## config.mk

```make
export PLATFORM = sky130hd
export DESIGN_NAME = pipeline_ctrl
export DESIGN_NICKNAME = d
export VERILOG_FILES = /design/src/rtl/pipeline_pkg.sv /design/src/rtl/hazard_detect.sv /design/src/rtl/pipeline_ctrl.sv
export SDC_FILE = /design/constraint.sdc
export NUM_CORES = 1
export LEC_CHECK = 0
export BUFFER_PORTS_ARGS = -buffer_cell sky130_fd_sc_hd__buf_2
export CORE_ASPECT_RATIO = 0.7
export CORE_MARGIN = 2
export CORE_UTILIZATION = 35
export CTS_CLUSTER_SIZE = 24
export DETAILED_ROUTE_END_ITERATION = 6
export SYNTH_ARGS = -nofsm -noshare
export SYNTH_HDL_FRONTEND = slang
export SYNTH_SLANG_ARGS = --single-unit
```

## constraint.sdc

```tcl
create_clock -name Clk -period 3 [get_ports Clk]
set_clock_uncertainty 0.15 [all_clocks]
set_input_delay 0.3 -clock Clk [delete_from_list [all_inputs] [get_ports Clk]]
set_output_delay 0.3 -clock Clk [all_outputs]
set_load 0.02 [all_outputs]
```

## src/rtl/pipeline_pkg.sv

```systemverilog
// Shared definitions for the pipeline hazard/stall controller:
// FSM state encoding, default multiply latency and register-file constants.
package pipeline_pkg;

   // Controller FSM states. RUN is normal issue; MUL_WAIT holds the front
   // end while a multi-cycle ALU op occupies EX.
   typedef enum logic {
      RUN      = 1'b0,
      MUL_WAIT = 1'b1
   } state_e;

   // Default number of EX-stage cycles a multi-cycle ALU op occupies (2..15).
   localparam int MUL_LAT_DEFAULT = 4;

   // Register $0 is hardwired to zero and never creates a dependency.
   localparam logic [4:0] REG_ZERO = 5'd0;

   // Saturation ceiling of the stall-cycle counter.
   localparam logic [15:0] STALL_MAX = 16'hFFFF;

endpackage

```

## src/rtl/hazard_detect.sv

```systemverilog
// Load-use hazard compare: flags an ID instruction that reads the
// destination of a load currently in EX.
module hazard_detect
   import pipeline_pkg::*;
(
   input  logic       ex_mem_read,
   input  logic [4:0] ex_rt,
   input  logic [4:0] id_rs,
   input  logic [4:0] id_rt,
   input  logic       id_uses_rs,
   input  logic       id_uses_rt,
   output logic       load_use
);

   logic rs_hit;
   logic rt_hit;

   // A source only matters when the instruction actually reads it, and a
   // load into $0 never produces a value anyone can depend on.
   always_comb begin
      rs_hit   = id_uses_rs && (id_rs == ex_rt);
      rt_hit   = id_uses_rt && (id_rt == ex_rt);
      load_use = ex_mem_read && (ex_rt != REG_ZERO) && (rs_hit || rt_hit);
   end

endmodule

```

## src/rtl/pipeline_ctrl.sv

```systemverilog
// Pipeline stall/flush controller. Resolves memory stalls, multi-cycle ALU
// holds, taken jumps and load-use hazards into per-stage enables, and
// counts cycles in which the PC was held.
//
// Output priority, highest first:
//   reset > MemStall > MUL_WAIT > EX_Jump > EX_MulStart > LoadUse > normal
// Enables are combinational from state and inputs so a hazard is answered
// in the same cycle it is seen; only the FSM, MulCnt and StallCount are
// registered. MulBusy is the FSM state bit made visible.
module pipeline_ctrl
   import pipeline_pkg::*;
#(
   parameter int MUL_LAT = MUL_LAT_DEFAULT
)
(
   input  logic        Clk,
   input  logic        Rst_n,
   input  logic [4:0]  ID_rs,
   input  logic [4:0]  ID_rt,
   input  logic        ID_UsesRs,
   input  logic        ID_UsesRt,
   input  logic        EX_MemRead,
   input  logic [4:0]  EX_rt,
   input  logic        EX_Jump,
   input  logic        EX_MulStart,
   input  logic        MemStall,
   output logic        PCWrite,
   output logic        IF_ID_Write,
   output logic        IF_ID_Flush,
   output logic        ID_EX_Write,
   output logic        ID_EX_Bubble,
   output logic        MulBusy,
   output logic [15:0] StallCount
);

   // Hold cycles spent in MUL_WAIT after the first EX cycle of the op.
   localparam logic [3:0] MUL_WAIT_CNT = 4'(MUL_LAT - 2);

   state_e      state_q, state_d;
   logic [3:0]  mul_cnt_q, mul_cnt_d;
   logic [15:0] stall_cnt_q, stall_cnt_d;
   logic        load_use;

   hazard_detect u_hazard_detect (
      .ex_mem_read (EX_MemRead),
      .ex_rt       (EX_rt),
      .id_rs       (ID_rs),
      .id_rt       (ID_rt),
      .id_uses_rs  (ID_UsesRs),
      .id_uses_rt  (ID_UsesRt),
      .load_use    (load_use)
   );

   // Priority mux for stage enables plus FSM/MulCnt next-state logic.
   always_comb begin
      state_d      = state_q;
      mul_cnt_d    = mul_cnt_q;
      PCWrite      = 1'b1;
      IF_ID_Write  = 1'b1;
      IF_ID_Flush  = 1'b0;
      ID_EX_Write  = 1'b1;
      ID_EX_Bubble = 1'b0;

      if (!Rst_n) begin
         // Pipeline registers are cleared and nothing advances while in reset.
         PCWrite      = 1'b0;
         IF_ID_Write  = 1'b0;
         ID_EX_Write  = 1'b0;
         IF_ID_Flush  = 1'b1;
         ID_EX_Bubble = 1'b1;
      end else if (MemStall) begin
         // Whole pipeline frozen; FSM and MulCnt keep their values.
         PCWrite     = 1'b0;
         IF_ID_Write = 1'b0;
         ID_EX_Write = 1'b0;
      end else if (state_q == MUL_WAIT) begin
         // Jumps and new mul starts are ignored here: EX is still busy.
         PCWrite     = 1'b0;
         IF_ID_Write = 1'b0;
         ID_EX_Write = 1'b0;
         mul_cnt_d   = mul_cnt_q - 4'd1;
         if (mul_cnt_q <= 4'd1) begin
            state_d = RUN;
         end
      end else if (EX_Jump) begin
         // Squash the two younger slots in IF/ID and ID/EX, no extra stall.
         IF_ID_Flush  = 1'b1;
         ID_EX_Bubble = 1'b1;
      end else if (EX_MulStart) begin
         // First EX cycle of the op already holds; MUL_LAT=2 needs no more.
         PCWrite     = 1'b0;
         IF_ID_Write = 1'b0;
         ID_EX_Write = 1'b0;
         if (MUL_LAT > 2) begin
            state_d   = MUL_WAIT;
            mul_cnt_d = MUL_WAIT_CNT;
         end
      end else if (load_use) begin
         // Hold IF/ID one cycle; the bubble clears EX_MemRead next cycle.
         PCWrite      = 1'b0;
         IF_ID_Write  = 1'b0;
         ID_EX_Bubble = 1'b1;
      end
   end

   // Saturating count of post-reset cycles in which the PC was held.
   always_comb begin
      stall_cnt_d = stall_cnt_q;
      if (!PCWrite && (stall_cnt_q != STALL_MAX)) begin
         stall_cnt_d = stall_cnt_q + 16'd1;
      end
   end

   // State, MulCnt and StallCount registers; reset abandons any mul hold.
   always_ff @(posedge Clk or negedge Rst_n) begin
      if (!Rst_n) begin
         state_q     <= RUN;
         mul_cnt_q   <= 4'd0;
         stall_cnt_q <= 16'd0;
      end else begin
         state_q     <= state_d;
         mul_cnt_q   <= mul_cnt_d;
         stall_cnt_q <= stall_cnt_d;
      end
   end

   assign MulBusy    = (state_q == MUL_WAIT);
   assign StallCount = stall_cnt_q;

endmodule

```

After elaboration in Yosys (flattened, before gate mapping)
Cells that the tools add are included.
Widths: inputs -> output; s select.
Cells by class
  add/subtract/negate cells: 2
  $lt $le $gt $ge: 1
  equality and inequality tests: 4
  muxes and demuxes: 28
  bitwise operators: 1
  reduce and logical (&&, ||, !) cells: 11
Operators with widths (count)
  $mux 1: 25
  $add 16x1->16 const B: 1
  $ne 16x16->1 const B: 1
  $mux 4: 3
  $eq 5x5->1: 2
  $logic_and 1x1->1: 5
  $reduce_bool 5->1: 1
  $le 4x1->1 const B: 1
  $reduce_and 4->1: 1
  $sub 4x1->4 const B: 1
  $ne 2x1->1 const B: 1
  $reduce_and 2->1: 1
  $reduce_bool 2->1: 1
  $logic_not 1->1: 1
  $logic_or 1x1->1: 1
  $not 1->1: 1
Storage, ports and cells
  register bits: 21
  bits of input ports: 23

Longest topological paths before layout
Gate-level depths: netlist of run 1.
  depth in word-level cells: 12
  depth in mapped cells: 8

By module
From an unflattened synthesis of run 1, not the netlist that was laid out.
Unflattened totals
  cells, all modules: 128
  area total of the unflattened synthesis: 1252.5 um2
Modules (own cells, without submodules)
  pipeline_ctrl: times used 1, cells an instance 111, area each 1118.6 um2
  hazard_detect: times used 1, cells an instance 17, area each 133.9 um2

Least setup slack after synthesis of run 1
No wires, ideal clock.
  kind: register to register
  start: register state_q, in the netlist MulBusy
  end: register stall_cnt_q[1], in the netlist StallCount[1]
  setup time: 0.125 ns
  data arrival time: 2.426 ns
  data required time: 2.725 ns
  slack: 0.299 ns
  cell stages (with the launch flop): 7
  buffers on the path: 2
  path through: dfrtp_1 -> buf_2 -> nor4b_1 -> nor2_1 -> o21ba_4 -> buf_4 -> mux2_2
On the way
  cells in the longest elaborated chain, start to end: 5
Ends and longest elaborated chain
  from (decl): RTL line pipeline_ctrl.sv:39  | state_e state_q, state_d;
  from (signal assigned): RTL line pipeline_ctrl.sv:121  | state_q <= state_d;
  $mux 1: RTL line pipeline_ctrl.sv:76  | end else if (state_q == MUL_WAIT) begin
  $mux 1: RTL line pipeline_ctrl.sv:71  | end else if (MemStall) begin
  $mux 1: RTL line pipeline_ctrl.sv:64  | if (!Rst_n) begin
  $logic_not 1->1: RTL line pipeline_ctrl.sv:109  | if (!PCWrite && (stall_cnt_q != STALL_MAX)) begin
  $logic_and 1x1->1: RTL line pipeline_ctrl.sv:109
  to (signal assigned): RTL line pipeline_ctrl.sv:123  | stall_cnt_q <= stall_cnt_d;
  to (decl): RTL line pipeline_ctrl.sv:41  | logic [15:0] stall_cnt_q, stall_cnt_d;
No other way between the ends.
A chain may end at the register's enable or synchronous reset.

Worst setup path after layout of run 1
  start: register stall_cnt_q[0], in the netlist StallCount[0]
  end: register stall_cnt_q[11], in the netlist StallCount[11]
On the way
  cells in the longest elaborated chain, start to end: 2
Ends and longest elaborated chain
  branches (longest 2 deep; another with $add 16x1->16)
Parallel ways; which one is timed is not known.

==> flow_summary_export.csv, run 1 <==
group,metric,value,unit
run_status,outcome,"completed",
timing,rsz0062_at_grt,"false",
logic_synthesis,netlist_area,0.00125,mm2
power,worst_ir_drop_vdd,417,uV
drt,detail_route.vias_per_cell,4.86,
floorplanning,dieHeight,54.1,um
worst_setup_path,slowest_stage,"or4_4",
logic_synthesis,synth_fa_ha_area_frac,0.0300,
worst_setup_path,cp_max_fo,15,
logic_synthesis,synth_top_family_by_area,"simple AND/OR/NAND/NOR gates",
global_route,antenna_found_initial,0,
clocking,cts_tree,"done",
clocking,cts_max_path_buffers,2,
placement,hpwl,2200,um
cells_and_area,stdcell_count,226,
power,leakage,0.000702,uW
floorplanning,coreArea,0.00347,mm2
clocking,cts.sinks,21,
worst_setup_path,crit_path_max_incr_delay,0.53,ns
global_route,grt_max_degree,25,
worst_setup_path,reg2reg_depth,7,
drt,routedWlPerCell,12.5,um
logic_synthesis,synthDistinctLibCells,32,
power,cellPowerDensity,776,mW/mm2
worst_hold_path,hp-class,"primary input to register",
drt,postRouteAntennaNets,0,
timing,fin_ws,0.606,ns
worst_setup_path,crit_required,3.00,ns
logic_synthesis,synth_mux_area_frac,0.0180,
clocking,clk_pin_slew_worst_paths,0.08,ns
floorplanning,io_pins,45,
worst_setup_path,crit_path_end_kind,"register",
logic_synthesis,avgSynthCellArea,9.63,um2
floorplanning,die_x,75.5,um
worst_setup_path,worstSetupPathType,"register to register",
clocking,htreeDepth,1,
worst_setup_path,path_cells,"ha_1 -> nand3_1 -> nor4_1 -> or3_1 -> o21ba_4 -> or4_4 -> xnor2_2",
drt,first_pass_iters,3,
cells_and_area,antenna_cells,0,
timing,tightest_slew,0.501,ns
worst_setup_path,cp-start-kind,"register",
drt,drc,0,
worst_setup_path,cp.arrival,2.39,ns
global_route,grt_pass1_vias,1029,
floorplanning,dieArea,0.00408,mm2
logic_synthesis,yosys.area_share.simple,0.241,
drt,vias,1098,
global_route,grt_overflow,0,
logic_synthesis,synth_compound_area_frac,0.0779,
placement,port_buffers,44,
timing,max_freq,0.418,GHz
run,cap_violations,0,
logic_synthesis,yosys_register_bits,21,
logic_synthesis,yosysWarnings,0,
timing,fin_crit,2.39,ns
clocking,cts_root_buffer,"clkbuf_8",
global_route,grt_pass1_wl,4690,um
clocking,cts_made_buffers,3,
timing,min_period_over_period,0.798,
drt,drt_iter0_drc,38,
logic_synthesis,syn_nets,156,
cells_and_area,drive_gt1_frac,0.313,
timing,fin_tns_setup,0,ns
drt,drt_wl_total,2820,um
clocking,clock_latency,0.26,ns
logic_synthesis,yosysSeqAreaShare,0.420,
cells_and_area,layout.nets,203,
global_route,grt_use_total,0.154,
timing,hold_viol_final,0,
worst_hold_path,holdPathStages,4,
cells_and_area,area_delta_synth_final,25.8,%
timing,finalMaxSlewViolations,0,
logic_synthesis,postSynthCellCount,130,
timing,setup_viol,0,
logic_synthesis,synth_xor_area_frac,0.174,
placement,place_congestion,0.819,
placement,pre_cts_slack,0.616,ns
placement,dp_cells,221,
floorplanning,std_cell_rows,18,
floorplanning,start_util,0.361,
timing,holdWs,0.274,ns
timing,maxSlewHeadroom,0.661,
==> cells in the final DEF (no fill, tap or decap), types with 2 or more instances in the layout <==
master and count:
buf_2 44, dfrtp_1 21, xor2_1 18, nand3_1 10, nor3_1 9, nor2_1 9, nand2_1 8, inv_1 7
xnor2_1 5, nor4_1 5, o21ai_0 5, nand4_1 4, nor2b_1 3, ha_1 3, clkbuf_8 3, a32oi_1 2
a22o_1 2, mux2_2 2
==> final timing paths <==
kind,start,endpoint,slack [ns]
max in group asynchronous,Rst_n,mul_cnt_q[0]$_DFFE_PN0P_,2.01
worst max-delay path,StallCount[0]$_DFFE_PN0P_,StallCount[11]$_DFFE_PN0P_,0.61
worst min register to register,StallCount[6]$_DFFE_PN0P_,StallCount[6]$_DFFE_PN0P_,0.34
min in group asynchronous,Rst_n,StallCount[5]$_DFFE_PN0P_,0.46
worst min-delay path,EX_Jump,MulBusy$_DFFE_PN0P_,0.27
worst max register to register,StallCount[0]$_DFFE_PN0P_,StallCount[11]$_DFFE_PN0P_,0.61
==> cells in the mapped netlist (all sizes together) <==
master,instances,share of area
a32oi,2,0.014
nand2b,1,0.0050
or4,2,0.015
nand3,10,0.040
xnor2,6,0.048
mux2,2,0.018
ha,3,0.030
nand4,4,0.020
a21oi,1,0.0040
dfrtp,21,0.42
o31a,1,0.0070
or3,1,0.0050
buf,3,0.016
nor3,9,0.036
xor2,18,0.13
inv,7,0.021
and4,1,0.0070
o31ai,1,0.0060
nor4,6,0.035
o21ba,1,0.013
nor2b,3,0.015
and2,1,0.0050
nor2,9,0.027
nand2,8,0.024
nor4b,1,0.0070
clkbuf,1,0.0030
a22o,2,0.014
o21ai,5,0.020
==> cells by family (layout without fill, tap and decap cells) <==
group,count (synthesis),after routing
simple gates,56,56
xor+xnor,24,24
flops,21,21
compound gates,13,13
buf+inv,11,57
fa+ha+maj,3,3
mux,2,2
==> registers in the layout (all words and copies together), names as in the netlist <==
register / count
mul_cnt_q: 4
MulBusy: 1
StallCount: 16
==> metrics by stage <==
step / instance area, um2 / util / power, uW
floorplan: 1250 / - / 866
global placement: 1520 / 0.438 / 1030
detailed placement: 1520 / 0.438 / 1040
CTS: 1580 / 0.454 / 1240
global route: 1580 / 0.454 / 1330
finish: 1580 / 0.454 / 1220
==> worst max-delay path: cells and delay by family, from the launching register on <==
family | cells | cell delay (ns)
AND/OR/NAND/NOR | 4 | 1.00
flip-flops | 1 | 0.43
adder cells (fa/ha/maj) | 1 | 0.28
AO/OA/AOI/OAI | 1 | 0.27
XOR/XNOR | 1 | 0.14
==> layer usage <==
| metal | track usage | wire length, um | vias up |
|---|---|---|---|
| li1 | - | - | 549 |
| met1 | 0.202 | 1310 | 536 |
| met3 | 0.0449 | 78 | 2 |
| met2 | 0.251 | 1420 | 11 |
| met4 | 0.0351 | 11 | 0 |
| met5 | 0 | 0 | - |
==> area by class of cell <==
class                           count  area, um2
Clock buffer                        3       41.3
Multi-Input combinational cell     98        677
Timing Repair Buffer               46        238
Sequential cell                    21        526
Fill cell                         355       1890
Inverter                            7       26.3
Tap cell                           50       62.6
Clock inverter                      1       5.00
==> where the power goes <==
part	total (uW)	internal (uW)	switching (uW)
clock	184	92.5	91.3
sequential	530	392	138
combinational	509	204	305
==> timing repair <==
item | in CTS | in global routing
buffers inserted | 0 | 0
hold buffers | 1 | 0
gates resized for setup | 0 | 0
hold endpoints to repair | 21 | 0
(Power assumes the default switching activity.)
==> run 2, diff against run 1 <==
- clock period: 3 -> 2.15 ns (I/O delays scaled with it)
==> run 2 against run 1 <==
Net effect:
- critical path depth unchanged
- non-clock buffer count up 22
- wire length increased by 12%
- register-to-register slack got worse by 0.55 ns
- sequential share of layout area fell by 4.2 points
- setup slack worse by 0.55 ns
- largest cell class unchanged
- highest routed layer unchanged
==> flow_summary_export.csv, run 2 (synthesized netlist as in run 1, its figures left out) <==
group,metric,value,unit
worst_setup_path,crit_required,2.15,ns
power,leakage,0.000818,uW
cells_and_area,layout.nets,225,
timing,setup_viol,0,
drt,detail_route.vias_per_cell,4.83,
worst_hold_path,hp-class,"primary input to register",
timing,min_period_over_period,0.972,
power,finalPower,1970,uW
clocking,cts.sinks,21,
cells_and_area,drive_gt1_frac,0.439,
worst_hold_path,hold-path-endpoint,"MulBusy$_DFFE_PN0P_",
placement,hpwl,2610,um
worst_setup_path,crit_path_end_kind,"register",
run,cap_violations,0,
placement,placed_area,0.00172,mm2
cells_and_area,stdcell_count,248,
placement,dp_cells,242,
worst_setup_path,crit_buf_inv,0,
global_route,antenna_found_initial,0,
worst_setup_path,rr_startpoint,"StallCount[1]$_DFFE_PN0P_",
worst_setup_path,cp-start-kind,"register",
clocking,clock_latency,0.26,ns
cells_and_area,layout_commonest_cell,"buf_2",
floorplanning,std_cell_rows,18,
timing,rsz0062_at_grt,"true",
timing,max_freq,0.479,GHz
drt,drt_iter0_drc,43,
drt,dr_wl_met2,1540,um
power,cellPowerDensity,1090,mW/mm2
floorplanning,die_x,75.5,um
placement,port_buffers,44,
floorplanning,dieArea,0.00408,mm2
timing,hold_viol_final,0,
placement,place_congestion,0.793,
global_route,grt_max_degree,22,
cells_and_area,antenna_cells,0,
timing,fin_crit,2.09,ns
worst_hold_path,holdPathStages,4,
timing,fin_ws,0.0603,ns
worst_setup_path,critical_path.top_delay_family,"simple AND/OR/NAND/NOR gates",
floorplanning,dieHeight,54.1,um
global_route,grt_overflow,0,
worst_setup_path,slowest_stage,"dfrtp_2",
global_route,grt_pass1_wl,5200,um
cells_and_area,final_area,0.00181,mm2
worst_setup_path,crit_path_max_incr_delay,0.43,ns
worst_setup_path,rr_endpoint,"StallCount[11]$_DFFE_PN0P_",
drt,drc,0,
placement,pre_cts_slack,-0.0132,ns
worst_hold_path,hp-start,"EX_Jump",
drt,maxUsedRoutingLayer,"met4",
timing,finalMaxSlewViolations,0,
drt,wl_met3,94,um
worst_setup_path,rrSetupSlack,0.06,ns
clocking,htreeDepth,1,
worst_setup_path,cp.arrival,2.09,ns
worst_setup_path,path_cells,"ha_4 -> nand3_2 -> nor4_2 -> or3_1 -> o21ba_4 -> or4_4 -> xnor2_2",
drt,wl_met1,1520,um
global_route,grt_pass1_vias,1103,
clocking,cts_max_path_buffers,2,
floorplanning,coreArea,0.00347,mm2
clocking,cts_made_buffers,3,
clocking,cts_tree,"done",
drt,routedWlPerCell,12.8,um
timing,maxSlewHeadroom,0.684,
drt,drt_wl_total,3170,um
floorplanning,io_pins,45,
run_status,outcome,"completed",
clocking,cts_root_buffer,"clkbuf_8",
timing,tightest_slew,0.468,ns
floorplanning,start_util,0.361,
cells_and_area,final_cell_mix,"buf_2 (44), buf_4 (23), dfrtp_1 (19), xor2_1 (18)",
drt,vias,1199,
worst_setup_path,worstSetupPathType,"register to register",
worst_setup_path,reg2reg_depth,7,
power,worst_ir_drop_vdd,749,uV
drt,first_pass_iters,4,
clocking,clk_pin_slew_worst_paths,0.07,ns
worst_setup_path,cp_max_fo,4,
drt,postRouteAntennaNets,0,
cells_and_area,largest_reg_flops,16,
global_route,grt_use_total,0.173,
cells_and_area,area_delta_synth_final,44.6,%
==> run 2: tightest hold or removal path, delay by kind of cell <==
kind / cells / cell delay, ns
AND/OR/NAND/NOR: 2 / 0.13
AO/OA/AOI/OAI: 1 / 0.13
buffers and inverters: 1 / 0.10
==> run 2: worst max path at each step <==
stage                                   start                    endpoint  cells past startpoint
finish              StallCount[1]$_DFFE_PN0P_  StallCount[11]$_DFFE_PN0P_                      7
global placement    StallCount[1]$_DFFE_PN0P_  StallCount[11]$_DFFE_PN0P_                      7
detailed placement  StallCount[1]$_DFFE_PN0P_  StallCount[11]$_DFFE_PN0P_                      7
global route        StallCount[1]$_DFFE_PN0P_  StallCount[15]$_DFFE_PN0P_                      8
CTS                 StallCount[1]$_DFFE_PN0P_  StallCount[11]$_DFFE_PN0P_                      7
floorplan           StallCount[0]$_DFFE_PN0P_  StallCount[11]$_DFFE_PN0P_                      7
==> run 2: timing repair <==
item,4_1_cts,5_1_grt
endpoints found under the setup margin,3,3
buffers inserted,1,0
hold buffers,1,0
pin swaps,2,1
hold endpoints to repair,21,0
resized for setup,0,5
==> run 2: cell type report <==
type                            instances  area, um2
Timing Repair Buffer                   68        403
Multi-Input combinational cell         98        746
Fill cell                             333       1660
Tap cell                               50       62.6
Inverter                                7       26.3
Clock buffer                            4       45.0
Sequential cell                        21        528
==> run 2: stage by stage <==
step                      utilization  hold WS [ns]  TNS (ns)
after global routing            0.522         0.243   -0.0399
after detailed placement        0.495         0.140   -0.0218
after global placement          0.495         0.148         0
final                           0.522         0.201         0
after CTS                       0.513         0.201         0
after floorplan                     -        -0.231   -0.0906
==> run 2: routing by layer <==
| metal | GRT usage | up-vias |
|---|---|---|
| met4 | 0.0497 | 0 |
| met2 | 0.270 | 18 |
| met5 | 0 | - |
| li1 | - | 595 |
| met3 | 0.0412 | 2 |
| met1 | 0.240 | 584 |
==> run 2: where the power goes <==
part           internal [uW]  total [uW]  switching, uW
clock                    132         255            123
combinational            458        1050            592
sequential               551         663            112
total                   1140        1970            827
